**src/rtl/mux4_1_arb.sv**
```systemverilog
// Four-lane to one-lane beat merger.
// Round-robin grant, held for a whole packet; registered output stage.
module mux4_1_arb #(
  parameter int W = 8
) (
  input  logic           clk,
  input  logic           rst_n,
  input  logic [3:0]     in_valid,
  input  logic [4*W-1:0] in_data,
  input  logic [3:0]     in_last,
  output logic [3:0]     in_ready,
  output logic           out_valid,
  output logic [W-1:0]   out_data,
  output logic           out_last,
  output logic [1:0]     out_sel,
  input  logic           out_ready
);

  typedef enum logic {
    ARB,
    LOCK
  } state_e;

  state_e         state_q;
  logic [1:0]     ptr_q;
  logic [1:0]     lk_q;
  logic           out_valid_q;
  logic [W-1:0]   out_data_q;
  logic           out_last_q;
  logic [1:0]     out_sel_q;

  logic           load_en;
  logic           found;
  logic [1:0]     win;
  logic [1:0]     idx;
  logic [1:0]     sel;
  logic           grant;
  logic           hs;
  logic           sel_last;
  logic [W-1:0]   sel_data;

  assign load_en = !out_valid_q | out_ready;

  // First valid lane at or after the round-robin pointer.
  always_comb begin
    found = 1'b0;
    win   = ptr_q;
    idx   = ptr_q;
    for (int i = 0; i < 4; i++) begin
      idx = ptr_q + 2'(i);
      if (!found && in_valid[idx]) begin
        found = 1'b1;
        win   = idx;
      end
    end
  end

  assign sel   = (state_q == LOCK) ? lk_q : win;
  assign grant = (state_q == LOCK) | found;

  always_comb begin
    in_ready = 4'b0000;
    if (rst_n && grant && load_en)
      in_ready = 4'b0001 << sel;
  end

  assign hs       = |(in_ready & in_valid);
  assign sel_last = in_last[sel];

  always_comb begin
    sel_data = '0;
    for (int i = 0; i < 4; i++)
      if (sel == 2'(i))
        sel_data = in_data[i*W +: W];
  end

  always_ff @(posedge clk or negedge rst_n) begin
    if (!rst_n) begin
      state_q     <= ARB;
      ptr_q       <= 2'd0;
      lk_q        <= 2'd0;
      out_valid_q <= 1'b0;
      out_data_q  <= '0;
      out_last_q  <= 1'b0;
      out_sel_q   <= 2'd0;
    end else begin
      if (hs) begin
        out_valid_q <= 1'b1;
        out_data_q  <= sel_data;
        out_last_q  <= sel_last;
        out_sel_q   <= sel;
      end else if (out_ready) begin
        out_valid_q <= 1'b0;
      end
      unique case (state_q)
        ARB: begin
          if (hs) begin
            if (sel_last) begin
              ptr_q <= sel + 2'd1;
            end else begin
              state_q <= LOCK;
              lk_q    <= sel;
            end
          end
        end
        LOCK: begin
          if (hs && sel_last) begin
            state_q <= ARB;
            ptr_q   <= lk_q + 2'd1;
          end
        end
        default: state_q <= ARB;
      endcase
    end
  end

  assign out_valid = out_valid_q;
  assign out_data  = out_data_q;
  assign out_last  = out_last_q;
  assign out_sel   = out_sel_q;

endmodule

```
**config.mk**
```make
export PLATFORM = sky130hd
export DESIGN_NAME = mux4_1_arb
export DESIGN_NICKNAME = d
export VERILOG_FILES = /design/src/rtl/mux4_1_arb.sv
export SDC_FILE = /design/constraint.sdc
export NUM_CORES = 1
export LEC_CHECK = 0
export ABC_AREA = 1
export BUFFER_PORTS_ARGS = -buffer_cell sky130_fd_sc_hd__buf_2
export CELL_PAD_IN_SITES_DETAIL_PLACEMENT = 1
export CELL_PAD_IN_SITES_GLOBAL_PLACEMENT = 1
export CORE_MARGIN = 5
export CORE_UTILIZATION = 35
export DETAILED_ROUTE_END_ITERATION = 6
export PLACE_DENSITY = 0.81
export SKIP_CTS_REPAIR_TIMING = 1
export SYNTH_ARGS = -nofsm -noshare
export SYNTH_HDL_FRONTEND = slang
export SYNTH_SLANG_ARGS = --single-unit
```
**constraint.sdc**
```tcl
create_clock -name clk -period 5.95 [get_ports clk]
set_clock_uncertainty 0.1 [all_clocks]
set_input_delay 1.19 -clock clk [delete_from_list [all_inputs] [get_ports clk]]
set_output_delay 1.19 -clock clk [all_outputs]
set_load 0.005 [all_outputs]
```
==> run metrics, run 1 <==
outcome=finished clean; number of endpoints with negative hold slack in the final report=0; core region area=4444 um2; chip height=78.28 um; warning count from the yosys run=0; number of enable-type register cells in the synthesized netlist=0; unrepaired setup endpoints after global routing=no; end-of-flow core utilization=approximately 44%; number of buffers and inverters on the critical path=5; number of nets in the synthesized netlist=between 200 and 300; Detailed Place HPWL=between 4 and 5 mm; number of slew-limit violations in the final report=0; pin count of the biggest net entering global routing=27; category of the worst setup path capture point=output port; average footprint of a synthesized cell=6.884 um2; number of buffers on the longest clock path=2; Initial Utilization=36.71%; antenna cell count=0; delay of the slowest cell on the worst path=0.39 ns; classification of the worst-slack hold path=flop to flop; number of detailed-routing iterations run before antenna repair=4; library cells used by synthesis=28; slowest library cell on the worst path=sky130_fd_sc_hd__ha_1; count of placed standard cells including taps=337; Max-cap violations=0; sinks on the clock net=17; clock tree root buffer cell=sky130_fd_sc_hd__clkbuf_8; Gate Count Post-Synth=between 200 and 250; critical path peak fanout=10; Worst Tran Pin Value=0.6011 ns; die area=6127 um2; post-synthesis to final-layout area growth=19.71%; worst ir drop on vdd=233.0 uV; insertion delay of the later-clocked pin in the worst-skew pair=~0.25 ns; via/cell ratio=5.041; Worst setup SP type=input pin; GRT Resource Usage Total=16.49%; Clk pin slew, worst setup/hold paths=around 0.070 ns; endpoint arrival time on the critical path=3.29 ns; cell chain of the critical path=buf_2 > inv_1 > nand2_1 > nand3_1 > nand2_2 > nor2_8 > nand3_2 > nand2_1 > nand2_2 > nand2_4 > nand2_4 > inv_1 > ha_1 > clkinv_1 > nor2_1 > buf_2; CP Data Required Time=4.66 ns; global-route wire length before repair=8.204 mm; number of nets with antenna violations after routing=0; pwr dens=a little over 700 nW/um2; startpoint-to-endpoint class of the critical path=input pin to output port; vias in the first global route=about 1800; flop and latch count out of synthesis=17; family of cells with the greatest summed delay on the critical path=simple AND/OR/NAND/NOR gates; Horiz. Die Dim=78.28 um; fin crit period=4.576 ns; non-filler instance count after layout=341; number of vias after detailed routing=approximately 1700; number of CTS-inserted buffers=3; DRC violation count after routing=0; first-iteration detailed-routing DRC count=60; Fmax achieved=0.2186 GHz; Net count, final=337; Total Neg Setup Slack=0 ns; total global routing overflow=0; proportion of synthesized chip area in sequential cells=around a quarter; Final Routed Wirelength=4.976 mm; post-synth design cell area=1632 um2; overall power consumption=1.379 mW; input/output buffers=58; antenna violations before repair=0; htree depth=1; share of final-layout standard cells stronger than drive strength 1=38.06%; final number of setup-violating endpoints=0; TritonCTS clock tree=done; I/O pin count=just under 60; post-detailed-route wirelength per cell=around 15 um; proportion of synthesized flip-flops having asynchronous set or reset=100.0%; static power due to leakage=1.100 nW; gp weighted congestion=0.8202; worst slew margin relative to its limit=59.56%; Layout fillers=620; period utilisation layout=76.90%; Placement Rows=24; flip-flop cell with the highest count after synthesis=sky130_fd_sc_hd__dfrtp_1
==> synthesized netlist by cell type, types with 2 or more instances <==
| library cell | number | share of area, % |
|---|---|---|
| sky130_fd_sc_hd__o21ai_0 | 16 | 4.9 |
| sky130_fd_sc_hd__clkbuf_1 | 4 | 0.92 |
| sky130_fd_sc_hd__ha_1 | 4 | 3.1 |
| sky130_fd_sc_hd__a21oi_1 | 8 | 2.5 |
| sky130_fd_sc_hd__nand2_2 | 17 | 6.5 |
| sky130_fd_sc_hd__inv_2 | 5 | 1.2 |
| sky130_fd_sc_hd__buf_2 | 2 | 0.61 |
| sky130_fd_sc_hd__nand2_4 | 3 | 2.1 |
| sky130_fd_sc_hd__inv_1 | 15 | 3.5 |
| sky130_fd_sc_hd__nor2_2 | 2 | 0.77 |
| sky130_fd_sc_hd__o21ai_1 | 3 | 0.92 |
| sky130_fd_sc_hd__dfrtp_1 | 17 | 26 |
| sky130_fd_sc_hd__nand2_1 | 78 | 18 |
| sky130_fd_sc_hd__nor2_8 | 2 | 2.5 |
| sky130_fd_sc_hd__nand4_1 | 5 | 1.9 |
| sky130_fd_sc_hd__o21ai_2 | 8 | 4.3 |
| sky130_fd_sc_hd__nand3_1 | 24 | 7.4 |
| sky130_fd_sc_hd__nand3_2 | 10 | 6.1 |
| sky130_fd_sc_hd__nor2_1 | 5 | 1.2 |
==> layout make-up <==
| type | count | area, um2 | share of cell area (%) |
|---|---|---|---|
| clock buffer | 4 | 45.04 | 2.306 |
| multi-input combinational | 189 | 1049 | 53.68 |
| inverter | 21 | 78.83 | 4.036 |
| tap | 52 | 65.06 | 3.331 |
| sequential | 17 | 425.4 | 21.78 |
| timing repair buffer | 58 | 290.3 | 14.86 |
==> worst reg2reg max path: cells and delay by family (launching register included) <==
family                   cells  cell delay (ns)
flip-flops                   1             0.62
buffers and inverters        3             0.39
AND/OR/NAND/NOR             15             1.86
adder cells (fa/ha/maj)      1             0.34
==> path summary, 6_finish.rpt <==
path	depth (start not counted)	start	endpoint	slack [ns]
max	16	in_valid[3]	in_ready[1]	1.37
min	2	out_last	out_last	0.38
max reg2reg	19	ptr_q[0]	ptr_q[1]	2.57
min reg2reg	2	out_last	out_last	0.38
max in group asynchronous	1	rst_n	out_sel[1]	4.70
min in group asynchronous	1	rst_n	out_data[7]	0.76
==> per-layer routing <==
| layer | track usage, % | part of all wire (%) | vias up | routed length [um] |
|---|---|---|---|---|
| met3 | 3.432 | 4.5 | 6 | 225 |
| met5 | 0 | 0 | - | 0 |
| met2 | 29.79 | 50 | 41 | 2479 |
| li1 | - | - | 871 | - |
| met1 | 20.10 | 44 | 801 | 2210 |
| met4 | 3.671 | 1.2 | 0 | 60 |
==> cells in the final DEF, fill, tap and decap left out <==
cell type | Yosys | final
sky130_fd_sc_hd__nand3_1 | 24 | 24
sky130_fd_sc_hd__o21ai_2 | 8 | 8
sky130_fd_sc_hd__a21boi_0 | 1 | 1
sky130_fd_sc_hd__nand3b_1 | 1 | 1
sky130_fd_sc_hd__o21ai_1 | 3 | 3
sky130_fd_sc_hd__nor2_8 | 2 | 2
sky130_fd_sc_hd__clkbuf_8 | 0 | 3
sky130_fd_sc_hd__nor2_1 | 5 | 5
sky130_fd_sc_hd__nand2_4 | 3 | 3
sky130_fd_sc_hd__or2_2 | 1 | 1
sky130_fd_sc_hd__clkinv_1 | 1 | 1
sky130_fd_sc_hd__nand4_1 | 5 | 5
sky130_fd_sc_hd__o21ai_0 | 16 | 16
sky130_fd_sc_hd__nand2_2 | 17 | 17
sky130_fd_sc_hd__a21oi_1 | 8 | 8
sky130_fd_sc_hd__clkbuf_1 | 4 | 1
sky130_fd_sc_hd__ha_1 | 4 | 4
sky130_fd_sc_hd__inv_1 | 15 | 15
sky130_fd_sc_hd__dfrtp_1 | 17 | 17
sky130_fd_sc_hd__inv_2 | 5 | 5
sky130_fd_sc_hd__nor2_2 | 2 | 2
sky130_fd_sc_hd__a21oi_4 | 1 | 1
sky130_fd_sc_hd__buf_2 | 2 | 58
sky130_fd_sc_hd__nand2_1 | 78 | 78
sky130_fd_sc_hd__nand3_2 | 10 | 10
==> per-stage QoR <==
| stage | worst slack (ns) | area (um2) | hold slack, ns |
|---|---|---|---|
| 2_1_floorplan | 1.796 | 1632 | 0.3345 |
| 3_3_place_gp | 1.460 | 1908 | 0.3682 |
| 3_5_place_dp | 1.387 | 1908 | 0.3743 |
| 4_1_cts | 1.378 | 1953 | 0.3929 |
| 5_1_grt | 1.185 | 1953 | 0.4169 |
| 6_report | 1.375 | 1953 | 0.3823 |
==> state kept, by name, summed over array words and instances, names as in the netlist, named ones only <==
register / flops
out_sel: 2
out_last: 1
out_valid: 1
ptr_q: 2
lk_q: 2
out_data: 8
==> cell families after synthesis <==
logic type               after synthesis  share of synthesized area (%)
AND/OR/NAND/NOR                      148                          47.16
flip-flops                            17                          26.07
AO/OA/AOI/OAI                         37                          14.03
buffers and inverters                 31                          9.662
adder cells (fa/ha/maj)                4                          3.068
==> report_power, final <==
group / total (mW) / switching (mW) / internal (mW)
combinational: 1.06 / 0.702 / 0.360
clock: 0.0897 / 0.0421 / 0.0476
sequential: 0.228 / 0.0544 / 0.173
Note: power is estimated with default switching activity, not from simulation.
==> run 2: changes to the inputs <==
- CORE_UTILIZATION: 35 -> 34
- PLACE_DENSITY: 0.81 -> 0.79
- clock period: 5.95 -> 4.7 ns (I/O delays scaled with it)
==> run metrics, run 2 (synthesis results as in run 1) <==
outcome=finished clean; number of CTS-inserted buffers=3 (unchanged); critical path peak fanout=14 (+4); end-of-flow core utilization=41.81% (-2.1 points); TritonCTS clock tree=done; endpoint arrival time on the critical path=3.19 ns (-0.10 ns); period utilisation layout=89.93%; core region area=4692 um2 (+5.6%); number of endpoints with negative hold slack in the final report=0 (unchanged); vias in the first global route=1829 (+3.9%); Worst Tran Pin Value=0.5833 ns (-0.01780 ns); chip height=79.27 um (+1.3%); via/cell ratio=4.945 (-1.9%); first-iteration detailed-routing DRC count=55 (-8.3%); Layout fillers=644 (+3.9%); startpoint-to-endpoint class of the critical path=flop to output port; most common cell after layout, fill and taps aside=sky130_fd_sc_hd__nand2_1; Net count, final=337 (unchanged); fin crit period=4.227 ns; global-route wire length before repair=8.342 mm (+1.7%); Final Routed Wirelength=4.853 mm (-2.5%); clock tree root buffer cell=sky130_fd_sc_hd__clkbuf_8; gp weighted congestion=0.8870 (+8.1%); sinks on the clock net=17 (unchanged); Detailed Place HPWL=4.044 mm (-3.5%); I/O pin count=59 (unchanged); pwr dens=885.5 nW/um2 (+25%); post-synthesis to final-layout area growth=20.25%; pin count of the biggest net entering global routing=27 (unchanged); Fmax achieved=0.2366 GHz; die area=6284 um2 (+2.6%); cell chain of the critical path=inv_2 > nand2_1 > nand2_1 > nand2_2 > nand2_4 > nor2_8 > nand3_2 > nand2_1 > nand2_2 > nand2_4 > nand2_4 > inv_1 > ha_1 > clkinv_1 > nor2_1 > buf_2; number of vias after detailed routing=1701 (-1.0%); number of nets with antenna violations after routing=0 (unchanged); classification of the worst-slack hold path=flop to flop; Max-cap violations=0 (unchanged); number of detailed-routing iterations run before antenna repair=6 (+2); Initial Utilization=34.77% (-1.9 points); htree depth=1 (unchanged); post-detailed-route wirelength per cell=14.11 um (-3.3%); antenna violations before repair=1 (+1); commonest cells after routing, fill and taps aside=78 x sky130_fd_sc_hd__nand2_1, 58 x sky130_fd_sc_hd__buf_2, 24 x sky130_fd_sc_hd__nand3_1; input/output buffers=58 (unchanged); Horiz. Die Dim=79.27 um (+1.3%); insertion delay of the later-clocked pin in the worst-skew pair=0.26 ns (about the same); number of slew-limit violations in the final report=0 (unchanged); Placement Rows=25 (+4.2%); GRT Resource Usage Total=16.50% (about the same); Total Neg Setup Slack=0 ns (unchanged); share of final-layout standard cells stronger than drive strength 1=38.41% (+0.35 points); number of flip-flops in the largest register=8 (unchanged); static power due to leakage=1.099 nW (about the same); total global routing overflow=0 (unchanged); slowest library cell on the worst path=sky130_fd_sc_hd__dfrtp_1; category of the worst setup path capture point=output port; Clk pin slew, worst setup/hold paths=0.08 ns (about the same); CP Data Required Time=3.66 ns (-1.00 ns); final number of setup-violating endpoints=0 (unchanged); Worst setup SP type=flop; delay of the slowest cell on the worst path=0.64 ns (+0.25 ns); number of buffers on the longest clock path=2 (unchanged); DRC violation count after routing=0 (unchanged); worst slew margin relative to its limit=60.76% (+1.2 points); worst ir drop on vdd=257.9 uV (+11%); overall power consumption=1.737 mW (+26%); unrepaired setup endpoints after global routing=no
-- run 2: cell count changes in the layout (fill, tap and decap cells not counted), sizes merged --
cell      previous run  this run
diode                0         1
clkinvlp             0         1
clkbuf               4         3
-- run 2: critical path, delay by kind of cell (launching register included) --
kind / cells / cell delay [ns]
simple gates: 11 / 1.10
flops: 1 / 0.64
fa+ha+maj: 1 / 0.38
buf+inv: 4 / 0.78
-- run 2: power by group --
part | switching [mW] | internal, mW
combinational | 0.878 | 0.456
sequential | 0.0665 | 0.219
clock | 0.0580 | 0.0599
-- run 2: final timing paths --
check | startpoint | to | slack [ns] | depth (start not counted)
setup / recovery | ptr_q[0] | in_ready[1] | 0.47 | 16
hold / removal | lk_q[0] | lk_q[0] | 0.38 | 2
hold reg to reg | lk_q[0] | lk_q[0] | 0.38 | 2
min in group asynchronous | rst_n | out_data[4] | 0.51 | 1
max in group asynchronous | rst_n | lk_q[0] | 3.68 | 1
setup reg to reg | ptr_q[0] | ptr_q[1] | 1.31 | 19
-- run 2: layout make-up --
type                            count  area (um2)  share of cell area [%]
Inverter                           21       78.83                   4.018
Multi-Input combinational cell    189        1049                   53.44
Clock inverter                      1       7.507                  0.3827
Tap cell                           54       67.56                   3.444
Sequential cell                    17       425.4                   21.68
Antenna cell                        1       2.502                  0.1276
Timing Repair Buffer               58       290.3                   14.80
Clock buffer                        3       41.29                   2.105
-- run 2: stage by stage --
stage	hold slack (ns)	setup slack, ns	cells	area (um2)
2_1_floorplan	0.3345	1.046	237	1632
6_report	0.3802	0.4735	344	1962
3_3_place_gp	0.3691	0.6147	339	1911
5_1_grt	0.4124	0.1514	344	1962
3_5_place_dp	0.3736	0.5174	339	1911
4_1_cts	0.3879	0.4515	343	1959
-- run 2: layer usage --
metal / vias to the layer above / global-route usage (%) / part of all wire [%]
met5: - / 0 / 0
met4: 0 / 6.186 / 1.3
met3: 5 / 2.381 / 4.7
met2: 38 / 28.45 / 49
met1: 787 / 20.72 / 45
li1: 871 / - / -
